==> config.mk <==
export PLATFORM = sky130hd
export DESIGN_NAME = mem_access
export DESIGN_NICKNAME = d
export VERILOG_FILES = /design/src/rtl/mem_access_pkg.sv /design/src/rtl/mem_access_align.sv /design/src/rtl/mem_access.sv
export SDC_FILE = /design/constraint.sdc
export NUM_CORES = 1
export LEC_CHECK = 0
export ABC_AREA = 1
export BUFFER_PORTS_ARGS = -buffer_cell sky130_fd_sc_hd__buf_2
export CORE_MARGIN = 1
export CORE_UTILIZATION = 38
export DETAILED_ROUTE_END_ITERATION = 6
export GPL_TIMING_DRIVEN = 0
export PLACE_DENSITY = 0.67
export SYNTH_ARGS = -nofsm -noshare
export SYNTH_HDL_FRONTEND = slang
export SYNTH_SLANG_ARGS = --single-unit
==> constraint.sdc <==
create_clock -name clk -period 4.4 [get_ports clk]
set_input_delay 0.44 -clock clk [delete_from_list [all_inputs] [get_ports clk]]
set_output_delay 0.44 -clock clk [all_outputs]
set_load 0.005 [all_outputs]
==> src/rtl/mem_access_pkg.sv <==
// Shared definitions for the memory-access stage: memop encoding, FSM states,
// local exception bit positions and bus size codes.
package mem_access_pkg;

    typedef enum logic [3:0] {
        MemNone = 4'd0,
        MemLb   = 4'd1,
        MemLbu  = 4'd2,
        MemLh   = 4'd3,
        MemLhu  = 4'd4,
        MemLw   = 4'd5,
        MemSb   = 4'd6,
        MemSh   = 4'd7,
        MemSw   = 4'd8
    } memop_e;

    typedef enum logic [2:0] {
        StIdle  = 3'd0,
        StAddr  = 3'd1,
        StData  = 3'd2,
        StDone  = 3'd3,
        StDrain = 3'd4
    } state_e;

    localparam int unsigned AdelBit = 4;
    localparam int unsigned AdesBit = 5;

    localparam logic [1:0] SizeByte = 2'd0;
    localparam logic [1:0] SizeHalf = 2'd1;
    localparam logic [1:0] SizeWord = 2'd2;

    function automatic logic is_load(memop_e op);
        return (op == MemLb) || (op == MemLbu) || (op == MemLh) ||
               (op == MemLhu) || (op == MemLw);
    endfunction

    function automatic logic is_store(memop_e op);
        return (op == MemSb) || (op == MemSh) || (op == MemSw);
    endfunction

    function automatic logic [1:0] op_size(memop_e op);
        case (op)
            MemLh, MemLhu, MemSh: return SizeHalf;
            MemLw, MemSw:         return SizeWord;
            default:              return SizeByte;
        endcase
    endfunction

    // Byte accesses (and non-memory ops) are always aligned.
    function automatic logic is_aligned(memop_e op, logic [1:0] addr_lo);
        case (op_size(op))
            SizeHalf: return !addr_lo[0];
            SizeWord: return addr_lo == 2'b00;
            default:  return 1'b1;
        endcase
    endfunction

endpackage

==> src/rtl/mem_access_align.sv <==
// Combinational data alignment: store strobes/lane replication and load
// byte/halfword extraction with sign or zero extension.
module mem_align
    import mem_access_pkg::*;
(
    input  memop_e      memop,
    input  logic [1:0]  addr_lo,
    input  logic [31:0] store_data,
    input  logic [31:0] rdata,
    output logic [1:0]  size,
    output logic [3:0]  wstrb,
    output logic [31:0] wdata,
    output logic [31:0] load_data
);

    logic [7:0]  byte_v;
    logic [15:0] half_v;

    // Store side: strobe and replicate the datum across every lane it may land in.
    always_comb begin
        size  = op_size(memop);
        wstrb = 4'b0000;
        wdata = store_data;
        case (memop)
            MemSb: begin
                wstrb = 4'b0001 << addr_lo;
                wdata = {4{store_data[7:0]}};
            end
            MemSh: begin
                wstrb = addr_lo[1] ? 4'b1100 : 4'b0011;
                wdata = {2{store_data[15:0]}};
            end
            MemSw: wstrb = 4'b1111;
            default: ;
        endcase
    end

    // Load side: pick the addressed lane, then extend to 32 bits.
    always_comb begin
        case (addr_lo)
            2'd0:    byte_v = rdata[7:0];
            2'd1:    byte_v = rdata[15:8];
            2'd2:    byte_v = rdata[23:16];
            default: byte_v = rdata[31:24];
        endcase
        half_v = addr_lo[1] ? rdata[31:16] : rdata[15:0];
        case (memop)
            MemLb:   load_data = {{24{byte_v[7]}}, byte_v};
            MemLbu:  load_data = {24'd0, byte_v};
            MemLh:   load_data = {{16{half_v[15]}}, half_v};
            MemLhu:  load_data = {16'd0, half_v};
            default: load_data = rdata;
        endcase
    end

endmodule

==> src/rtl/mem_access.sv <==
// MEM stage bus master: issues one load/store per instruction on a
// request/response bus, stalls the pipeline while the access is pending and
// delivers load results / exception info toward MEM/WB.
module mem_access
    import mem_access_pkg::*;
(
    input  logic        clk,
    input  logic        rst,
    input  logic        flush,
    input  logic        pipe_en,
    input  logic        ex_valid,
    input  logic [3:0]  ex_memop,
    input  logic [31:0] ex_mem_addr,
    input  logic [31:0] ex_store_data,
    input  logic [31:0] ex_wdata,
    input  logic [31:0] ex_except_in,
    output logic        bus_req,
    output logic        bus_wr,
    output logic [1:0]  bus_size,
    output logic [31:0] bus_addr,
    output logic [31:0] bus_wdata,
    output logic [3:0]  bus_wstrb,
    input  logic        bus_addr_ok,
    input  logic        bus_data_ok,
    input  logic [31:0] bus_rdata,
    output logic [31:0] mem_wdata,
    output logic [31:0] mem_mem_addr,
    output logic [31:0] mem_except_type,
    output logic        stallreq
);

    state_e      state_q;
    memop_e      op_q;
    logic [31:0] addr_q;
    logic [31:0] sdata_q;
    logic [31:0] data_q;

    memop_e      ex_op;
    logic        ex_is_mem;
    logic        ex_aligned;
    logic        start;

    memop_e      al_op;
    logic [31:0] al_addr;
    logic [31:0] al_sdata;
    logic [31:0] load_data;

    assign ex_op      = memop_e'(ex_memop);
    assign ex_is_mem  = is_load(ex_op) || is_store(ex_op);
    assign ex_aligned = is_aligned(ex_op, ex_mem_addr[1:0]);

    // rst gates start so no request escapes while reset is being applied.
    assign start = (state_q == StIdle) && ex_valid && ex_is_mem &&
                   (ex_except_in == 32'd0) && ex_aligned && !flush && !rst;

    // In the start cycle the request comes straight from EX; afterwards from the
    // latched copy so the bus sees stable values until the address handshake.
    assign al_op    = (state_q == StIdle) ? ex_op         : op_q;
    assign al_addr  = (state_q == StIdle) ? ex_mem_addr   : addr_q;
    assign al_sdata = (state_q == StIdle) ? ex_store_data : sdata_q;

    mem_align u_align (
        .memop      (al_op),
        .addr_lo    (al_addr[1:0]),
        .store_data (al_sdata),
        .rdata      (bus_rdata),
        .size       (bus_size),
        .wstrb      (bus_wstrb),
        .wdata      (bus_wdata),
        .load_data  (load_data)
    );

    assign bus_req  = start || ((state_q == StAddr) && !flush);
    assign bus_wr   = is_store(al_op);
    assign bus_addr = al_addr;

    assign mem_mem_addr = ex_mem_addr;

    // Access FSM plus request/result latching.
    always_ff @(posedge clk) begin
        if (rst) begin
            state_q <= StIdle;
            op_q    <= MemNone;
            addr_q  <= 32'd0;
            sdata_q <= 32'd0;
            data_q  <= 32'd0;
        end else begin
            case (state_q)
                StIdle: begin
                    if (start) begin
                        op_q    <= ex_op;
                        addr_q  <= ex_mem_addr;
                        sdata_q <= ex_store_data;
                        state_q <= bus_addr_ok ? StData : StAddr;
                    end
                end
                StAddr: begin
                    if (flush) begin
                        state_q <= StIdle;
                    end else if (bus_addr_ok) begin
                        state_q <= StData;
                    end
                end
                StData: begin
                    if (bus_data_ok) begin
                        if (flush || pipe_en) begin
                            state_q <= StIdle;
                        end else begin
                            data_q  <= load_data;
                            state_q <= StDone;
                        end
                    end else if (flush) begin
                        state_q <= StDrain;
                    end
                end
                StDone: begin
                    if (flush || pipe_en) begin
                        state_q <= StIdle;
                    end
                end
                StDrain: begin
                    // The response to the squashed access must still be consumed.
                    if (bus_data_ok) begin
                        state_q <= StIdle;
                    end
                end
                default: state_q <= StIdle;
            endcase
        end
    end

    // Pipeline hold: released in the data_ok cycle so the result moves on at once.
    always_comb begin
        stallreq = 1'b0;
        unique case (state_q)
            StIdle:  stallreq = start;
            StAddr:  stallreq = 1'b1;
            StData:  stallreq = !bus_data_ok;
            StDone:  stallreq = 1'b0;
            StDrain: stallreq = 1'b1;
            default: stallreq = 1'b0;
        endcase
    end

    // Result toward MEM/WB: load data live in the data_ok cycle, latched in DONE.
    always_comb begin
        mem_wdata = ex_wdata;
        if (is_load(op_q)) begin
            if (state_q == StDone) begin
                mem_wdata = data_q;
            end else if (state_q == StData) begin
                mem_wdata = load_data;
            end
        end
    end

    // Merge local address-error bits into the incoming exception vector.
    always_comb begin
        mem_except_type = ex_except_in;
        if (ex_valid && !ex_aligned) begin
            if (is_load(ex_op)) begin
                mem_except_type[AdelBit] = 1'b1;
            end
            if (is_store(ex_op)) begin
                mem_except_type[AdesBit] = 1'b1;
            end
        end
    end

endmodule

==> summary.txt <==
STA
  • Highest Clock Rate: 0.2890 GHz
  • Final setup fails: 0
  • Least-Margin Pin Slew: 0.9421 ns
  • Pins over their slew limit: 0
  • Min cycle time layout: 3.460 ns
  • RSZ-0062 raised after global routing: false
  • Final WS setup: 0.9402 ns
  • Max-slew headroom: 0.3696
  • Final period utilization: 0.7863
  • Clk_skew: 0.005486 ns
  • Setup_tns: 0 ns
  • Fin. Hold Viols: 0

Critical path
  • Worst r2r dst: data_q[9]
  • Stages on the worst setup path: 17
  • Critical path's largest stage delay: 0.48 ns
  • Crit path kind: input pin to output pin
  • Crit path arrival time: just over 3 ns
  • Setup crit end kind: output pin
  • Number of buffer and inverter stages on the critical path: 7
  • Slowest stage cell, crit path: clkbuf_1
  • Crit Path Max Fanout: 10
  • Delay-heaviest family, CP: buffers and inverters
  • Setup crit end: bus_req
  • CP Launch Point: ex_memop[1]
  • Startpoint types: input pin
  • R2r startpoint: state_q[1]
  • Worst-path cell chain: buf_2 > inv_1 > nand2_1 > inv_1 > nand2_1 > nor2_1 > a31oi_1 > inv_1 > ha_1 > a21o_1 > a21oi_1 > nor2_1 > nand3_1 > buf_2 > clkbuf_1 > o21ai_0 > buf_2
  • R2r setup slk: between 2 and 2.5 ns
  • Reg2reg path depth: 8
  • Critical path required time: 3.96 ns

CTS
  • Bufs on Longest Clock Path: 2
  • CTS Sinks: 103
  • Clock Latency Late Sink: 0.36 ns
  • TritonCTS clock tree: built
  • Postcts setup bufs: 0
  • CTS root buf: clkbuf_16
  • Post-CTS Resized: 0
  • Worst-path clk slew: 0.07 ns
  • H-tree depth: 3
  • # hold bufs at CTS: 0
  • CTS buffer count: 9

Drt
  • # DRC: 0
  • WL/cell: 16.33 um
  • 1st-pass router iterations: 6
  • Iteration-0 DRC count of the detailed router: 605
  • DR vias: 9,133
  • DR vias/cell: roughly 5.1
  • Antenna-violating nets left: 0
  • Final wirelength: 29,060 um

Finish
  • Fillers: ~2,000
  • # nets final: 1,685
  • Layout area overhead: 31.46%
  • Share of cells above drive strength 1: 0.3404

Placed design
  • Pre-CTS WS: around 0.96 ns
  • Post-DP HPWL: ~23,000 um
  • Routability cong.: 0.9469
  • Number of port buffers: around 340

Global routing
  • Initial antenna violation count: 6
  • Total GRT Usage: 0.2807
  • Largest net degree at the start of global routing: 17
  • Vias in the first global route: 8,210
  • First-pass GRT wire length: 43,570 um
  • Congestion Overflow GR: 0

Worst hold path
  • Worst hold path class: input pin to flop
  • Hold Path Depth: 2

Logic synthesis
  • Synth Area in XOR/XNOR: 0
  • Syn Std Cell Area: between 7000 and 8000 um^2
  • Simple-Gate Fraction of Synth Area: 0.2874
  • Mapped Nets: 1,335
  • Yosys top cell area share: 0.2786
  • Synth area leaders: dfxtp_1 (28%), o21ai_0 (12%), nand2_1 (11%)
  • Post-synth top area cell: dfxtp_1
  • Register area share after synthesis: 0.2786
  • Area fraction in compound gates after synthesis: 0.2698
  • Synth unique cells: 38
  • Mean Syn Cell Area: 6.369 um^2
  • Synth Area in Adders: 0.003381
  • Yosys warns: 0
  • Seq cells post-synth: about 100
  • Gate Count Post-Synth: roughly 1,200
  • Mux share of post-synthesis cell area: 0
  • Largest family of logic cells by synthesized area: simple AND/OR/NAND/NOR gates

Power and ir drop
  • Leak Pwr: ~4.7 nW
  • VDD IR max: roughly 0.4 mV
  • Total Power: 5.934 mW
  • Power Dens Cells: 609.9 nW/um^2

Floorplan
  • Cell row count: 50
  • Core ar.: 18,890 um^2
  • Die X: roughly 140 um
  • Initial Util: 0.3917
  • Die H: 141.6 um
  • Die Area: 20,040 um^2
  • I/O Pins: 340

Run
  • Max Cap Viol: 0

Run status
  • Outcome: finished clean
[through the flow]
stage                     hold WS, ns  area (um^2)  instances    util
final                          0.3114         9729       1780  0.5150
after global routing           0.3180         9727       1779  0.5148
after CTS                      0.3085         9719       1776  0.5144
after detailed placement       0.4383         9423       1761  0.4987
after global placement         0.4331         9423       1761  0.4987
after floorplan                0.4245         7401       1162       -
[power by group]
group          internal [mW]  total (mW)  switching [mW]
clock                  0.455       0.842           0.387
combinational           1.44        4.11            2.67
sequential             0.960       0.985          0.0252
[cell usage after synthesis, drive strengths merged]
cell type  number
a211oi          2
a21o            1
a21oi          93
a221oi         27
a31oi          25
buf            90
clkbuf         51
clkinv          3
dfxtp         103
ha              2
inv            89
nand2         236
nand3          63
nand4           1
nor2          134
nor3           12
nor4            3
o211ai         14
o21ai         182
o21bai          2
o221ai          8
o31ai           1
or2            20
[worst min-delay path by stage]
stage                           from          to  slack, ns
after floorplan           addr_q[10]  addr_q[10]       0.42
after global placement    sdata_q[2]  sdata_q[2]       0.43
after detailed placement  sdata_q[7]  sdata_q[7]       0.44
after CTS                        rst     op_q[3]       0.31
after global routing             rst     op_q[3]       0.32
final                            rst     op_q[3]       0.31
[area by class of cell]
class / instances / area, um^2 / share of cell area
clock inverter: 5 / 57.56 / 0.005916
timing repair buffer: 339 / 1697 / 0.1744
clock buffer: 10 / 239.0 / 0.02456
buffer: 141 / 842.1 / 0.08655
antenna: 4 / 10.01 / 0.001029
sequential: 103 / 2062 / 0.2119
tap: 260 / 325.3 / 0.03344
inverter: 92 / 347.8 / 0.03575
multi-input combinational: 826 / 4149 / 0.4264
[metal layers]
layer  GRT usage  share of wire  vias to the layer above
li1            -              -                     4535
met1      0.3707           0.43                     4122
met2      0.4509           0.46                      426
met3     0.06041          0.081                       48
met4     0.09791          0.025                        2
met5           0        0.00045                        -
[cells in the final DEF, fill, tap and decap left out, types with 25 or more instances in the layout]
cell type	netlist	final
o21ai_0	179	179
nand3_1	49	49
nand2_1	213	213
inv_1	83	83
a21oi_1	91	91
a31oi_1	25	25
buf_4	68	68
clkbuf_1	51	51
dfxtp_1	103	103
buf_2	13	352
a221oi_1	27	27
nor2_1	124	124
[worst reg2reg max path: stages (launching register included)]
cell	delay (ns)
dfxtp_1	0.37
inv_1	0.09
nor2_4	0.16
nand2_1	0.13
nor4_2	0.49
clkinv_1	0.46
clkbuf_1	0.33
nor2_1	0.17
nor2_1	0.05
[cell families (layout without fill, tap and decap cells)]
logic type | Yosys count | in the layout
and+or+nand+nor | 469 | 469
buffers and inverters | 233 | 587
other | 0 | 4
DFF | 103 | 103
adders and majority gates | 2 | 2
AOI/OAI and AO/OA | 355 | 355
[registers in the layout, summed over array words and instances (netlist names)]
| register | cells |
|---|---|
| addr_q | 32 |
| op_q | 4 |
| state_q | 3 |
| sdata_q | 32 |
| data_q | 32 |
Power figures use the tool's default switching activity.
